**src/rtl/module_7seg_mux_pkg.sv**
```systemverilog
// Shared types, segment lookup table and parameter sanity check for the
// multiplexed 7-segment driver.
package pkg_7seg;

   // Segment vector {g,f,e,d,c,b,a}, bit 0 = a
   typedef logic [6:0] seg_t;

   typedef enum logic {
      BLANK = 1'b0,
      SHOW  = 1'b1
   } state_t;

   // Active-high hex glyphs; polarity is applied after lookup
   localparam seg_t HEX_TO_SEG [16] = '{
      7'h3F, 7'h06, 7'h5B, 7'h4F,   // 0 1 2 3
      7'h66, 7'h6D, 7'h7D, 7'h07,   // 4 5 6 7
      7'h7F, 7'h6F, 7'h77, 7'h7C,   // 8 9 A b
      7'h39, 7'h5E, 7'h79, 7'h71    // C d E F
   };

   // The slot must leave at least one SHOW cycle after the dead time
   function automatic bit slot_params_ok(input int slot_div, input int blank_cycles);
      return (slot_div > blank_cycles) && (slot_div > 0);
   endfunction

endpackage

```
**src/rtl/module_7seg_mux_hex_to_seg.sv**
```systemverilog
// Combinational nibble -> 7-segment decode with selectable pin polarity.
module module_hex_to_seg
   import pkg_7seg::*;
#(
   parameter bit ACTIVE_LOW = 1'b1
) (
   input  logic [3:0] nibble_i,
   output seg_t       seg_o
);

   assign seg_o = ACTIVE_LOW ? ~HEX_TO_SEG[nibble_i] : HEX_TO_SEG[nibble_i];

endmodule

```
**src/rtl/module_7seg_mux.sv**
```systemverilog
// Time-multiplexed N-digit 7-segment driver: shadow-latched hex word,
// fixed slot rate with a dead-time gap, per-digit enable, decimal points
// and leading-zero suppression. All pins are registered.
module module_7seg_mux
   import pkg_7seg::*;
#(
   parameter int N_DIGITS       = 4,
   parameter int CLK_FREQ_HZ    = 27_000_000,
   parameter int REFRESH_HZ     = 1000,
   parameter int BLANK_CYCLES   = 16,
   parameter bit SEG_ACTIVE_LOW = 1'b1,
   parameter bit AN_ACTIVE_LOW  = 1'b1
) (
   input  logic                  clk,
   input  logic                  rst_n,
   input  logic [4*N_DIGITS-1:0] data,
   input  logic [N_DIGITS-1:0]   dp_in,
   input  logic [N_DIGITS-1:0]   digit_en,
   input  logic                  load,
   input  logic                  lz_suppress,
   output logic [6:0]            display,
   output logic                  dp,
   output logic [N_DIGITS-1:0]   anodo
);

   localparam int SLOT_DIV    = CLK_FREQ_HZ / REFRESH_HZ;
   localparam int SHOW_CYCLES = SLOT_DIV - BLANK_CYCLES;
   localparam int CW          = (SLOT_DIV > 1) ? $clog2(SLOT_DIV) : 1;
   localparam int IW          = (N_DIGITS > 1) ? $clog2(N_DIGITS) : 1;

   localparam seg_t                SEG_OFF = {7{SEG_ACTIVE_LOW}};
   localparam logic                DP_OFF  = SEG_ACTIVE_LOW;
   localparam logic [N_DIGITS-1:0] AN_OFF  = {N_DIGITS{AN_ACTIVE_LOW}};

   if (!slot_params_ok(SLOT_DIV, BLANK_CYCLES)) begin : g_bad_params
      $error("module_7seg_mux: SLOT_DIV must exceed BLANK_CYCLES");
   end

   state_t                    state_q;
   logic [CW-1:0]             cnt_q;
   logic [IW-1:0]             idx_q;
   logic [N_DIGITS-1:0][3:0]  data_q;
   logic [N_DIGITS-1:0]       dp_q;
   logic [N_DIGITS-1:0]       en_q;

   seg_t                      display_d;
   logic                      dp_d;
   logic [N_DIGITS-1:0]       anodo_d;
   logic [N_DIGITS-1:0]       upper_zero;
   logic                      zero_run;
   seg_t                      seg_dec;
   logic                      show, dig_en, lz_blank, seg_on, an_on;

   // Shadow registers: captured only on a load strobe, reset wins
   always_ff @(posedge clk) begin
      if (!rst_n) begin
         data_q <= '0;
         dp_q   <= '0;
         en_q   <= '0;
      end else if (load) begin
         data_q <= data;
         dp_q   <= dp_in;
         en_q   <= digit_en;
      end
   end

   // Slot sequencer: dead time, then display window; digit advances on leaving SHOW
   always_ff @(posedge clk) begin
      if (!rst_n) begin
         state_q <= BLANK;
         cnt_q   <= '0;
         idx_q   <= '0;
      end else begin
         case (state_q)
            BLANK: begin
               if (int'(cnt_q) + 1 >= BLANK_CYCLES) begin
                  state_q <= SHOW;
                  cnt_q   <= '0;
               end else begin
                  cnt_q <= cnt_q + 1'b1;
               end
            end
            SHOW: begin
               if (int'(cnt_q) + 1 >= SHOW_CYCLES) begin
                  state_q <= BLANK;
                  cnt_q   <= '0;
                  idx_q   <= (idx_q == IW'(N_DIGITS - 1)) ? '0 : idx_q + 1'b1;
               end else begin
                  cnt_q <= cnt_q + 1'b1;
               end
            end
            default: begin
               state_q <= BLANK;
               cnt_q   <= '0;
            end
         endcase
      end
   end

   // upper_zero[i] = nibbles i..N_DIGITS-1 are all zero
   always_comb begin
      upper_zero = '0;
      zero_run   = 1'b1;
      for (int i = N_DIGITS - 1; i >= 0; i--) begin
         zero_run      = zero_run & (data_q[i] == 4'h0);
         upper_zero[i] = zero_run;
      end
   end

   module_hex_to_seg #(
      .ACTIVE_LOW (SEG_ACTIVE_LOW)
   ) u_dec (
      .nibble_i (data_q[idx_q]),
      .seg_o    (seg_dec)
   );

   // Pin values for the current slot; a zero-suppressed digit keeps its anode only to light its dp
   always_comb begin
      show      = (state_q == SHOW);
      dig_en    = en_q[idx_q];
      lz_blank  = lz_suppress && (idx_q != '0) && upper_zero[idx_q];
      seg_on    = show && dig_en && !lz_blank;
      an_on     = show && dig_en && (!lz_blank || dp_q[idx_q]);
      display_d = seg_on ? seg_dec : SEG_OFF;
      dp_d      = (an_on && dp_q[idx_q]) ? ~DP_OFF : DP_OFF;
      anodo_d   = an_on ? ((N_DIGITS'(1) << idx_q) ^ AN_OFF) : AN_OFF;
   end

   // Output registers keep the pins glitch-free
   always_ff @(posedge clk) begin
      if (!rst_n) begin
         display <= SEG_OFF;
         dp      <= DP_OFF;
         anodo   <= AN_OFF;
      end else begin
         display <= display_d;
         dp      <= dp_d;
         anodo   <= anodo_d;
      end
   end

endmodule

```
**config.mk**
```make
export PLATFORM = sky130hd
export DESIGN_NAME = module_7seg_mux
export DESIGN_NICKNAME = d
export VERILOG_FILES = /design/src/rtl/module_7seg_mux_pkg.sv /design/src/rtl/module_7seg_mux_hex_to_seg.sv /design/src/rtl/module_7seg_mux.sv
export SDC_FILE = /design/constraint.sdc
export NUM_CORES = 1
export LEC_CHECK = 0
export CAP_MARGIN = 25
export CELL_PAD_IN_SITES_DETAIL_PLACEMENT = 0
export CELL_PAD_IN_SITES_GLOBAL_PLACEMENT = 1
export CORE_MARGIN = 2
export CORE_UTILIZATION = 47
export CTS_BUF_LIST = sky130_fd_sc_hd__clkbuf_8
export DETAILED_ROUTE_END_ITERATION = 7
export GPL_TIMING_DRIVEN = 1
export MAX_ROUTING_LAYER = met4
export PLACE_DENSITY = 0.9
export SLEW_MARGIN = 20
export SYNTH_ARGS = -nofsm -noshare
export SYNTH_HDL_FRONTEND = slang
export SYNTH_SLANG_ARGS = --single-unit
```
**constraint.sdc**
```tcl
create_clock -name clk -period 3.6 [get_ports clk]
set_input_delay 0.72 -clock clk [delete_from_list [all_inputs] [get_ports clk]]
set_output_delay 0.72 -clock clk [all_outputs]
set_load 0.01 [all_outputs]
```
==> results.py, run 1 <==
metrics = {
    "run_status": {
        "status": "completed",
    },
    "worst_setup_path": {
        "critical_path_class": "reg -> reg",
        "path_buf_inv": 0,
        "cp_slowest_cell": "a2111oi_1",
        "r2r_slack_ns": 0.75,
        "crit_chain": "ha_1 > nand4_2 > xnor2_1 > a31oi_1 > a2111oi_1 > o221ai_1 > nand3_1 > nor2_1",
        "path_depth": 8,
        "cp-end-kind": "flip-flop",
        "worstPathArrival_ns": 3.05,
        "critPathTopFamily": "compound AO/OA/AOI/OAI gates",
        "crit_fanout": 9,
        "cp_data_required_time_ns": 3.79,
        "startpoint_type": "flip-flop",
        "max_stage_delay_ns": 0.47,
        "ff2ff_path_depth": 8,
    },
    "timing": {
        "max-slew-margin-rel": 0.5571,
        "fin_crit_sh": 0.7926,
        "finalHoldViolCount": 0,
        "rsz0062_at_grt": "no",
        "finalSetupViolCount": 0,
        "fin_ws_ns": 0.7468,
        "period_minus_slack_ns": 2.853,
        "slew_viol_final": 0,
        "fin_skew_ns": 0.01403,
        "fmax_mhz": 350.5,
        "fin_setup_tns_ns": 0,
        "worst_pin_slew_ns": 0.6644,
    },
    "power": {
        "ir_drop_uv": 195.3,
        "power_density_nw_per_um2": 319.8,
        "cellLeakagePower_nw": 1.259,
    },
    "route": {
        "vias_per_cell": 5.565,
        "routed_wl_mm": 6.102,
        "routedWlPerCell_um": 14.67,
        "ant_nets": 0,
        "dr_total_vias": 2315,
        "first_pass_iters": 5,
        "drt-initial-drc-count": 100,
        "drcViolationCount": 0,
    },
    "hold_path": {
        "min-delay-path-class": "reg -> reg",
        "min_path_cells": 1,
    },
    "clocking": {
        "cts_tree": "done",
        "cts_setup_buffers": 0,
        "cts_sinks": 54,
        "cts_hold_buffers": 0,
        "h-tree-depth": 2,
        "insertion_delay_ns": 0.32,
        "root_buffer": "clkbuf_8",
        "cts_buffer_depth": 2,
        "cts_buffers": 5,
        "cts_resized": 0,
        "clkTransAtPathRegs_ns": 0.10,
    },
    "die": {
        "row_count": 29,
        "die-area_um2": 7027,
        "die_h_um": 83.83,
        "start_util": 0.4800,
        "ios": 40,
        "die_w_um": 83.83,
        "core_um2": 6241,
    },
    "placement": {
        "dp_slack_ns": 0.8232,
        "numPortBuffers": 39,
        "hpwl_mm": 4.460,
        "place.gp.congestion": 0.8692,
    },
    "logic_synthesis": {
        "synth_flop_cell": "dfxtp_1",
        "synth_nets": 347,
        "avgSynthCellArea_um2": 9.694,
        "async_reset_ff_frac": 0,
        "yosys_warnings": 0,
        "yosys.area_share.simple": 0.2598,
        "syn_inst": 309,
        "yosysUniqueCellTypes": 55,
        "synth_top_family_by_area": "simple AND/OR/NAND/NOR gates",
        "synthAdderAreaFrac": 0.04177,
        "yosysSeqAreaShare": 0.3609,
        "synth_edf_count": 0,
        "synthMuxAreaShare": 0.1495,
        "synth_compound_area_frac": 0.09816,
        "synthXorXnorAreaFrac": 0.04386,
        "synth_area_um2": 2995,
        "ys_seq_elements": 54,
    },
    "cells_and_area": {
        "layout_commonest_cell": "dfxtp_1",
        "drive_above_1_share": 0.1003,
        "antenna_cells": 0,
        "finalNetCount": 376,
        "layout_common_cells": "54 x dfxtp_1, 39 x clkdlybuf4s50_1, 29 x mux2i_1",
        "synthToLayoutAreaGrowth_pct": 16.75,
    },
    "global_route": {
        "grt_pass1_vias": 2174,
        "grt_first_pass_wirelength_mm": 10.61,
        "antenna_found_initial": 0,
        "grt_overflow": 0,
        "grt_max_degree": 31,
        "grt_usage": 0.1867,
    },
    "job": {
        "drv_cap": 0,
    },
}
==> path summary, 6_finish.rpt <==
kind	startpoint	endpoint
max	cnt_q[0]$_SDFF_PN0_	cnt_q[14]$_SDFF_PN0_
min	cnt_q[0]$_SDFF_PN0_	cnt_q[0]$_SDFF_PN0_
max reg2reg	cnt_q[0]$_SDFF_PN0_	cnt_q[14]$_SDFF_PN0_
min reg2reg	cnt_q[0]$_SDFF_PN0_	cnt_q[0]$_SDFF_PN0_
==> through the flow <==
step / util / cells / instance area [um2] / power (mW) / hold slack, ns
after detailed placement: 0.5443 / 408 / 3397 / 0.7647 / 0.4906
after global routing: 0.5603 / 416 / 3497 / 1.165 / 0.5473
after floorplan: - / 309 / 2995 / 0.7173 / 0.4587
after CTS: 0.5603 / 416 / 3497 / 1.127 / 0.5130
after global placement: 0.5443 / 408 / 3397 / 0.7607 / 0.4742
final: 0.5603 / 416 / 3497 / 1.118 / 0.5216
==> cell families (layout without fill, tap and decap cells) <==
kind of cell	after synthesis	after routing
and+or+nand+nor	126	126
muxes	36	36
DFF	54	54
AOI/OAI and AO/OA	39	39
adders and majority gates	10	10
xor gates and xnor gates	15	15
buffers and inverters	29	59
==> sequential cells by signal, indices dropped and copies added (netlist names) <==
name     flops
data_q      16
cnt_q       15
display      7
anodo        4
dp_q         4
en_q         4
idx_q        2
dp           1
show         1
==> Yosys cell counts, drive strengths merged, types with 4 or more instances <==
| library cell | n | area, um2 |
|---|---|---|
| buf | 11 | 70.06 |
| inv | 10 | 37.54 |
| xnor2 | 14 | 122.6 |
| nand3 | 11 | 60.06 |
| nand2 | 24 | 100.1 |
| nor3 | 6 | 35.03 |
| nor2 | 22 | 82.58 |
| o221ai | 4 | 35.03 |
| clkbuf | 8 | 30.03 |
| o21ai | 7 | 38.78 |
| nor4 | 10 | 122.6 |
| nand2b | 5 | 31.28 |
| a21oi | 8 | 43.79 |
| ha | 10 | 125.1 |
| mux2i | 29 | 290.3 |
| nor2b | 27 | 168.9 |
| dfxtp | 54 | 1081 |
| mux4 | 7 | 157.7 |
==> layout make-up <==
type                       count  area (um2)
multi-input combinational    226        1777
sequential                    54        1081
tap                           77       96.34
clock buffer                   6       82.58
timing repair buffer          41       405.4
inverter                      10       37.54
fill                         588        2744
clock inverter                 2       17.52
==> per-layer routing <==
metal  global-route usage  vias to the layer above  routed length, um
met5                    -                        -                  0
met3              0.03165                        6                257
met1               0.2587                     1092               2983
met4              0.04839                        0                 68
li1                     -                     1160                  -
met2               0.2851                       57               2792
==> power breakdown <==
group | internal (mW) | switching, mW
Combinational | 0.0702 | 0.0482
Clock | 0.159 | 0.208
Sequential | 0.616 | 0.0174
(Power assumes the default switching activity.)
==> run 2: changes to the inputs <==
- CORE_UTILIZATION: 47 -> 44
- PLACE_DENSITY: 0.9 -> 0.85
- clock period: 3.6 -> 2.7 ns (I/O delays scaled with it)
==> run 2 against run 1 <==
Effect of this change:
- worst hold slack got worse by 0.0036 ns
- maximum frequency increased by 11%
- critical path depth unchanged
- cell count increased by 3.8%
- sequential power increased by 33%
- flip-flop and latch count unchanged
- combinational power increased by 36%
- worst setup slack got worse by 0.61 ns
==> results.py, run 2 (synthesized netlist as in run 1, its figures left out) <==
metrics = {
    "cells_and_area": {
        "design_area_um2": 3625,
        "finalNetCount": 389,
        "largest_registers": "data_q: 16 flops, cnt_q: 15 flops, display: 7 flops",
        "largest-register": "data_q",
        "synthToLayoutAreaGrowth_pct": 21.01,
        "drive_above_1_share": 0.1420,
        "antenna_cells": 0,
        "layout_commonest_cell": "dfxtp_1",
        "largest_reg_flops": 16,
        "fin_util": 0.5425,
        "layout_common_cells": "53 x dfxtp_1, 39 x clkdlybuf4s50_1, 29 x mux2i_1",
        "stdcell_count": 432,
    },
    "timing": {
        "period_minus_slack_ns": 2.564,
        "fin_setup_tns_ns": 0,
        "fin_skew_ns": 0.008085,
        "finalSetupViolCount": 0,
        "rsz0062_at_grt": "no",
        "max-slew-margin-rel": 0.6566,
        "finalHoldViolCount": 0,
        "fmax_mhz": 390.0,
        "fin_crit_sh": 0.9498,
        "slew_viol_final": 0,
        "worst_pin_slew_ns": 0.5128,
    },
    "clocking": {
        "root_buffer": "clkbuf_8",
        "clkTransAtPathRegs_ns": 0.10,
        "insertion_delay_ns": 0.31,
        "cts_setup_buffers": 0,
        "cts_tree": "done",
        "h-tree-depth": 2,
        "cts_buffers": 5,
        "cts_buffer_depth": 2,
        "cts_sinks": 54,
    },
    "global_route": {
        "grt_usage": 0.1747,
        "antenna_found_initial": 0,
        "grt_first_pass_wirelength_mm": 10.21,
        "grt_overflow": 0,
        "grt_max_degree": 31,
        "grt_pass1_vias": 2165,
    },
    "hold_path": {
        "min-delay-path-class": "reg -> reg",
        "hold_start": "cnt_q[0]$_SDFF_PN0_",
    },
    "worst_setup_path": {
        "startpoint_type": "flip-flop",
        "r2r_start": "cnt_q[1]$_SDFF_PN0_",
        "cp-end-kind": "flip-flop",
        "max_stage_delay_ns": 0.60,
        "cp_slowest_cell": "or4_1",
        "cp_data_required_time_ns": 2.95,
        "crit_chain": "ha_2 > and4_1 > xnor2_1 > a31oi_1 > or4_1 > nor4_4 > a32oi_4 > nor2_1",
        "crit_fanout": 9,
        "critPathTopFamily": "simple AND/OR/NAND/NOR gates",
        "worstPathArrival_ns": 2.82,
        "crit_path_start": "cnt_q[1]$_SDFF_PN0_",
        "path_buf_inv": 0,
        "critical_path_class": "reg -> reg",
    },
    "route": {
        "first_pass_iters": 4,
        "routed_wl_mm": 6.133,
        "dr_total_vias": 2338,
        "ant_nets": 0,
        "routedWlPerCell_um": 14.20,
        "vias_per_cell": 5.412,
        "drt-initial-drc-count": 116,
        "drcViolationCount": 0,
    },
    "placement": {
        "place_area_um2": 3498,
        "hpwl_mm": 4.644,
        "place.gp.congestion": 0.8944,
        "dpl.cell_count": 424,
        "numPortBuffers": 39,
    },
    "power": {
        "p_switching_uw": 370.2,
        "clkPwrFrac": 0.360,
        "ir_drop_uv": 320.9,
        "power_density_nw_per_um2": 433.1,
        "cellLeakagePower_nw": 1.326,
        "internal_power_mw": 1.200,
        "p_seq_frac": 0.537,
        "switching_share": 0.2359,
        "p_comb_frac": 0.103,
    },
    "die": {
        "die_w_um": 86.51,
        "start_util": 0.4483,
        "ios": 40,
        "die-area_um2": 7484,
        "core_um2": 6681,
        "die_h_um": 86.51,
        "row_count": 30,
    },
    "run_status": {
        "status": "completed",
    },
    "job": {
        "drv_cap": 0,
    },
}
run 2: layout make-up:
type / count / area, um2
Clock buffer: 5 / 68.82
Clock inverter: 3 / 48.80
Fill cell: 619 / 3057
Inverter: 10 / 37.54
Multi-Input combinational cell: 226 / 1784
Sequential cell: 54 / 1082
Tap cell: 80 / 100.1
Timing Repair Buffer: 54 / 503.0
run 2: final timing paths:
path	end	slack (ns)	cells past startpoint
worst max-delay path	cnt_q[2]$_SDFF_PN0_	0.14	8
worst min-delay path	cnt_q[0]$_SDFF_PN0_	0.52	1
worst max register to register	cnt_q[2]$_SDFF_PN0_	0.14	8
worst min register to register	cnt_q[0]$_SDFF_PN0_	0.52	1
run 2: layer usage:
layer  up-vias  wire length [um]  GRT usage
li1       1191                 -          -
met1      1095              3095     0.2415
met2        44              2755     0.2629
met3         8               203    0.03143
met4         0                78    0.04972
met5         -                 0          -
run 2: through the flow:
stage	hold WS [ns]	total power, mW	setup slack [ns]
after floorplan	0.4587	0.9564	0.3414
after global placement	0.4734	1.016	0.1715
after detailed placement	0.5046	1.021	0.06789
after CTS	0.5230	1.585	0.03591
after global routing	0.5497	1.641	0.005668
final	0.5180	1.570	0.1356
run 2: power by group through the flow:
stage | registers [mW] | logic [mW] | clock network [mW]
after global placement | 0.859 | 0.157 | 0
after CTS | 0.843 | 0.161 | 0.581
after global routing | 0.847 | 0.177 | 0.617
after detailed placement | 0.861 | 0.161 | 0
after floorplan | 0.853 | 0.104 | 0
final | 0.843 | 0.161 | 0.565
run 2: timing repair:
action                                  4_1_cts  5_1_grt
endpoints found under the setup margin        0       17
gates resized for setup                       0        3
hold buffers                                  0        0
==> run 3: changes to the inputs <==
- PLACE_DENSITY: 0.85 -> 0.86
- TNS_END_PERCENT: not set -> 20
==> run 3 against run 2 <==
Effect of this change:
- cell area fell by 0.76%
- cell count decreased by 0.69%
- clock skew shrank 0.0026 ns
==> results.py, run 3 (synthesized netlist as in run 1, its figures left out) <==
metrics = {
    "power": {
        "p_seq_frac": 0.565,
        "ir_drop_uv": 237.4,
        "internal_power_mw": 1.131,
        "switching_share": 0.2445,
        "power_density_nw_per_um2": 416.1,
        "p_comb_frac": 0.109,
        "p_switching_uw": 365.9,
        "clkPwrFrac": 0.326,
        "cellLeakagePower_nw": 1.306,
    },
    "global_route": {
        "grt_first_pass_wirelength_mm": 10.57,
        "grt_usage": 0.1837,
        "antenna_found_initial": 0,
        "grt_max_degree": 31,
        "grt_pass1_vias": 2251,
        "grt_overflow": 0,
    },
    "cells_and_area": {
        "largest_registers": "data_q: 16 flops, cnt_q: 15 flops, display: 7 flops",
        "drive_above_1_share": 0.1433,
        "layout_common_cells": "50 x dfxtp_1, 39 x clkdlybuf4s50_1, 29 x mux2i_1",
        "synthToLayoutAreaGrowth_pct": 20.09,
        "stdcell_count": 429,
        "antenna_cells": 0,
        "layout_commonest_cell": "dfxtp_1",
        "finalNetCount": 386,
        "largest-register": "data_q",
        "largest_reg_flops": 16,
        "nFillCells": 628,
    },
    "clocking": {
        "insertion_delay_ns": 0.31,
        "root_buffer": "clkbuf_8",
        "cts_setup_buffers": 0,
        "cts_tree": "done",
        "cts_sinks": 54,
        "cts_buffer_depth": 2,
        "h-tree-depth": 2,
        "cts_hold_buffers": 0,
        "clkTransAtPathRegs_ns": 0.10,
        "cts_buffers": 5,
    },
    "worst_setup_path": {
        "startpoint_type": "flip-flop",
        "path_buf_inv": 0,
        "crit_chain": "nand4_4 > nor3_2 > a31oi_1 > or4_1 > nor4_4 > a32oi_4 > nor2_1",
        "critPathTopFamily": "simple AND/OR/NAND/NOR gates",
        "cp-end-kind": "flip-flop",
        "max_stage_delay_ns": 0.61,
        "critical_path_class": "reg -> reg",
        "cp_data_required_time_ns": 2.95,
        "worstPathArrival_ns": 2.76,
        "crit_fanout": 10,
        "cp_slowest_cell": "or4_1",
    },
    "route": {
        "ant_nets": 0,
        "first_pass_iters": 4,
        "routed_wl_mm": 6.366,
        "drt-initial-drc-count": 103,
        "drcViolationCount": 0,
        "routedWlPerCell_um": 14.84,
        "vias_per_cell": 5.487,
        "dr_total_vias": 2354,
    },
    "die": {
        "die_w_um": 86.51,
        "ios": 40,
        "die_h_um": 86.51,
        "die-area_um2": 7484,
        "row_count": 30,
        "core_um2": 6681,
        "start_util": 0.4483,
    },
    "placement": {
        "hpwl_mm": 4.748,
        "place.gp.congestion": 0.9028,
        "dpl.cell_count": 421,
        "numPortBuffers": 39,
    },
    "timing": {
        "fin_setup_tns_ns": 0,
        "fin_crit_sh": 0.9305,
        "fmax_mhz": 398.0,
        "max-slew-margin-rel": 0.6566,
        "finalSetupViolCount": 0,
        "rsz0062_at_grt": "no",
        "finalHoldViolCount": 0,
        "worst_pin_slew_ns": 0.5127,
        "fin_skew_ns": 0.005514,
        "slew_viol_final": 0,
        "period_minus_slack_ns": 2.512,
    },
    "run_status": {
        "status": "completed",
    },
    "job": {
        "drv_cap": 0,
    },
    "hold_path": {
        "min-delay-path-class": "reg -> reg",
    },
}
[run 3: cell types whose count changed in the layout (fill, tap and decap cells not counted), sizes merged]
cell,change
buf,-3
bufinv,-1
clkbuf,+1
[run 3: routing by layer]
layer,share of wire,track usage
met2,0.46,0.2748
met5,0,-
met1,0.49,0.2500
met3,0.036,0.03714
met4,0.011,0.05966
[run 3: power groups by stage]
stage                     logic, mW  clock network (mW)  registers [mW]
final                         0.164               0.488           0.845
after global routing          0.181               0.531           0.849
after CTS                     0.161               0.504           0.843
after detailed placement      0.161                   0           0.861
after global placement        0.158                   0           0.859
after floorplan               0.104                   0           0.853
[run 3: cell type report]
class                      instances  area (um2)  share of cell area
multi-input combinational        226        1794              0.4988
tap                               80       100.1             0.02783
sequential                        54        1086              0.3019
clock buffer                       6       82.58             0.02296
clock inverter                     2       16.27            0.004522
timing repair buffer              51       480.5              0.1336
inverter                          10       37.54             0.01043
[run 3: path summary, 6_finish.rpt]
check,startpoint,end,slack [ns],cells after the start
worst max-delay path,cnt_q[4]$_SDFF_PN0_,cnt_q[3]$_SDFF_PN0_,0.19,7
worst max register to register,cnt_q[4]$_SDFF_PN0_,cnt_q[3]$_SDFF_PN0_,0.19,7
worst min-delay path,cnt_q[0]$_SDFF_PN0_,cnt_q[0]$_SDFF_PN0_,0.50,1
worst min register to register,cnt_q[0]$_SDFF_PN0_,cnt_q[0]$_SDFF_PN0_,0.50,1
[run 3: what timing repair did]
| action | 4_1_cts | 5_1_grt |
|---|---|---|
| endpoints found under the setup margin | 0 | 18 |
| gates resized for setup | 0 | 7 |
| hold endpoints to repair | 0 | 0 |
[run 3: stage by stage]
step	total power, mW	setup WS (ns)	cell area, um2	hold slack, ns	utilization
final	1.497	0.1877	3597	0.5030	0.5384
after global routing	1.560	0.006890	3597	0.5297	0.5384
after CTS	1.508	0.01826	3575	0.5179	0.5350
after detailed placement	1.022	0.05041	3476	0.4943	0.5202
after global placement	1.017	0.1518	3476	0.4748	0.5202
after floorplan	0.9564	0.3414	2995	0.4587	-
[run 3: worst reg2reg max path, delay by kind of cell, from the launching register on]
family,cells,cell delay (ns)
flip-flops,1,0.60
AND/OR/NAND/NOR,5,1.48
AO/OA/AOI/OAI,2,0.38
==> edit 1: new RTL, config.mk and constraints of run 2 <==
Change the parameter `AN_ACTIVE_LOW` from 1'b1 to 1'b0.
--- a/src/rtl/module_7seg_mux.sv
+++ b/src/rtl/module_7seg_mux.sv
@@ -9,7 +9,7 @@
    parameter int REFRESH_HZ     = 1000,
    parameter int BLANK_CYCLES   = 16,
    parameter bit SEG_ACTIVE_LOW = 1'b1,
-   parameter bit AN_ACTIVE_LOW  = 1'b1
+   parameter bit AN_ACTIVE_LOW  = 1'b0
 ) (
    input  logic                  clk,
    input  logic                  rst_n,
Behaviour: not the same (Yosys sat finds a counterexample within 4 cycles, from zero or initial values and one cycle with rst_n low).
==> edit 1 against run 2 <==
  * Power down 7.2%
  * Largest power group unchanged
  * Critical path type unchanged
  * Via count fell by 6.4%
  * Sequential cell count did not move
  * Setup slack better by 0.094 ns
  * Count of clock-buffer cells in the layout unchanged
  * Cell area shrank 5.5%
  * Synthesized area down 3.6%
  * Critical path depth shrank 1
  * Sequential power increased by 0.6%
  * Wire length decreased by 1.4%
==> edit 1: results (changes against run 2) <==
- Largest fanout on the critical path: 10 (+1)
- Iteration-0 DRC Markers: 157 (+35%)
- RD Place Congestion: 0.877 (-2.0%)
- Place WS: -0.00148 ns (-0.0694 ns)
- Bufs w/o clock: 44 (-19%)
- Layout area overhead: 18.6%
- Synth area leaders: dfxtp_1, mux2i_1, nor2b_1
- Synth Instances: 295 (-4.5%)
- Number of fillers in the final layout: 584 (-5.7%)
- Peak supply drop: 0.000296 V (-7.8%)
- Via Count: 2188 (-6.4%)
- Post-synthesis compound-gate area fraction: 11.0% (+1.2 points)
- # resized after CTS: 1 (+1)
- Post-synthesis sequential area ratio: 37.5% (+1.4 points)
- Wirelength, routed: 6050 um (-1.4%)
- Worst R2R Setup Slack: 0.23 ns (+0.09 ns)
- Proportion of synthesized area in mux cells: 14.8% (-0.13 points)
- First-pass GRT wire length: 10300 um (+0.73%)
- Net switching power: 0.000358 W (-3.4%)
- Status: finished clean
- Worst hold stages: 2 (+1)
- Initial antenna violation count: 0 (unchanged)
- Fraction of area in multi-input gates: 49.5% (+0.28 points)
- Critical path arrival: 2.67 ns (-0.15 ns)
- Worst-margin pin slew: 0.548 ns (+0.0348 ns)
- Max Clock Skew: 0.00393 ns (-0.00416 ns)
- Post-place instance area: 3330 um2 (-4.9%)
- Post-synth cell types: 54 (-1.8%)
- Crit-path leading delay family: compound AO/OA/AOI/OAI gates
- Met2 usage: 27.3% (+1.1 points)
- Hold Path Origin: dp_q[0]
- Worst r2r src: cnt_q[2]
- CP max-delay cell: dfxtp_1
- Multi-input gate count: 213 (-5.8%)
- Final hold slack: 0.521 ns (+0.00294 ns)
- Total GRT Usage: 18.2% (+0.74 points)
- Grt met3 use: 3.70% (+0.55 points)
- XOR/XNOR share of the synthesized area: 5.11% (+0.73 points)
- Top cells by instance count after synthesis: dfxtp_1, nor2b_1, mux2i_1, nor2_1, nand2_1
- Finished Layout Cells: 405 (-6.3%)
- Placed Cells: 398 (-6.1%)
- Gate power share: 11.2% (+0.9 points)
- Worst Hold End: dp_q[0]
- Sequential Power: 0.000848 W (+0.6%)
- Layout cells sized above 1: 11.3% (-2.9 points)
- Met1 Use GR: 24.4% (+0.21 points)
- CP endpoint: cnt_q[6]
- Largest net degree at the start of global routing: 32 (+3.2%)
- Die X: 85.0 um (-1.8%)
- FF/Latch Area: 1080 um2 (+0.23%)
edit 1: cell count changes in the layout (fill, tap and decap cells not counted), moves of 5 or more:
cell	before	now
buf_4	15	5
and3_1	1	7
nand2_1	22	17
xnor2_1	14	9
xor2_1	1	6
edit 1: worst register-to-register path, stage by stage, from the launching register on:
cell and delay, ns:
dfxtp_1 0.54, nand3_2 0.20, nor3_2 0.28, a31oi_1 0.25, a2111oi_4 0.45, o2111ai_4 0.20, a32oi_4 0.37, nor2_1 0.09
edit 1: cell families (layout without fill, tap and decap cells):
family | Yosys count | after routing
AOI/OAI and AO/OA | 35 | 35
DFF | 54 | 54
adders and majority gates | 9 | 9
xor gates and xnor gates | 16 | 16
and+or+nand+nor | 119 | 119
muxes | 34 | 34
buffers and inverters | 28 | 61
edit 1: metal layers:
layer | up-vias | share of wire (%)
met5 | - | 0
met4 | 0 | 1.4
met3 | 7 | 3.6
met2 | 48 | 46
met1 | 1021 | 49
li1 | 1112 | -
==> edit 2: new RTL, config.mk and constraints of run 2 <==
Made on the original files. The output `anodo` loses its register stage (`anodo` becomes a continuous assignment).
--- a/src/rtl/module_7seg_mux.sv
+++ b/src/rtl/module_7seg_mux.sv
@@ -131,13 +131,13 @@
       if (!rst_n) begin
          display <= SEG_OFF;
          dp      <= DP_OFF;
-         anodo   <= AN_OFF;
       end else begin
          display <= display_d;
          dp      <= dp_d;
-         anodo   <= anodo_d;
       end
    end
 
+   assign anodo = anodo_d;
+
 endmodule
 
Behaviour: same outputs for any inputs over 10 cycles, from zero or initial values and one cycle with rst_n low; that may be too few to reach the edited logic, so the function may still have changed.
==> edit 2 against run 2 <==
  * Setup slack worse by 0.016 ns
  * Synthesized area down 6.0%
  * Power down 2.2%
  * Die area down 5.7%
  * Cell area down 2.7%
  * Critical path depth down 4
  * Clock power up 1%
  * Sequential share of layout area down 1.4 points
  * Register-to-register slack better by 0.09 ns
  * Global-route usage up 2.0 points
  * Sequential cell count down 4
  * Via count down 1.7%
  * Cell count down 2.3%
  * Wire length up 3.3%
  * Critical path type is now reg2out
==> edit 2: results (changes against run 2) <==
- Clk_buf instances: 6 (+1)
- Status: finished clean
- Bufs w/o clock: 61 (+13%)
- DR vias/cell: 5.45 (+0.62%)
- Worst R2R Setup Slack: 0.23 ns (+0.09 ns)
- Fin nets: 382 (-1.8%)
- FF-to-FF path depth: 9 (+1)
- Post-place instance area: 3380 um2 (-3.4%)
- RR Endpoint: cnt_q[14]
- Peak supply drop: 0.000290 V (-9.6%)
- Non-clk buf share: 16.0% (+2.1 points)
- Synth area leaders: dfxtp_1, mux2i_1, nor2b_1
- Number of fillers in the final layout: 580 (-6.3%)
- Worst r2r src: cnt_q[3]
- Largest fanout on the critical path: 5 (-4)
- Multi-input logic area: 1700 um2 (-4.5%)
- Total GRT Usage: 19.4% (+2.0 points)
- Synthesized-area fraction occupied by adder cells: 4.44% (+0.27 points)
- Comb pwr: 0.000178 W (+11%)
- First-pass GRT wire length: 10800 um (+5.8%)
- Worst hold stages: 2 (+1)
- Leakage Power: 1.30 nW (-1.9%)
- Net switching fraction of the power: 23.8% (+0.19 points)
- Iteration-0 DRC Markers: 92 (-21%)
- CP startpoint: idx_q[0]
- Max_slew headroom: 65.9% (+0.23 points)
- Vias in the first global route: 2268 (+4.8%)
- Layout cells sized above 1: 16.2% (+2.0 points)
- Place WS: 0.0417 ns (-0.0262 ns)
- Crit-path leading delay family: buffers and inverters
- XOR/XNOR share of the synthesized area: 4.04% (-0.34 points)
- Seq Cell Count: 50 (-7.4%)
- Worst Hold End: en_q[2]
- Final Power: 0.00154 W (-2.2%)
- Clk network pwr share: 37.3% (+1.3 points)
- Post-synthesis sequential area ratio: 35.6% (-0.53 points)
- Proportion of synthesized area in mux cells: 15.6% (+0.60 points)
- Critical path arrival: 2.04 ns (-0.78 ns)
- Max Clock Skew: 0.0118 ns (+0.00375 ns)
- Die outline area: 7050 um2 (-5.7%)
- Post-synthesis compound-gate area fraction: 12.7% (+2.9 points)
- Post-route cell area: 3530 um2 (-2.7%)
edit 2: changes by cell type after synthesis, moves of 3 or more:
cell            run 2  this run
buf_4               4         1
nor2_1             22        16
or4_1               3         0
dfxtp_1            54        50
xnor2_1            14        10
a21oi_1             7        12
nand4_1             0         3
nor4_4              4         1
edit 2: worst max path at each step:
stage / end / slack, ns
after floorplan: cnt_q[0] / 0.36
after global placement: anodo[3] / 0.05
after detailed placement: anodo[3] / 0.04
after CTS: anodo[0] / 0.11
after global routing: idx_q[0] / 0.02
final: anodo[0] / 0.12
edit 2: worst reg2reg max path, stage by stage, from the launching register on:
cell	delay, ns
dfxtp_1	0.52
nand4_2	0.27
buf_4	0.23
o2bb2ai_1	0.11
a221oi_1	0.36
a2111oi_0	0.15
o21ai_2	0.24
nand4_4	0.25
buf_12	0.21
nor2_1	0.09
edit 2: layer usage:
layer	GRT usage (%)	wire, um	up-vias
li1	-	-	1145
met1	26.7	3100	1089
met2	29.5	2930	60
met3	3.86	257	4
met4	4.99	44	0
met5	-	0	-
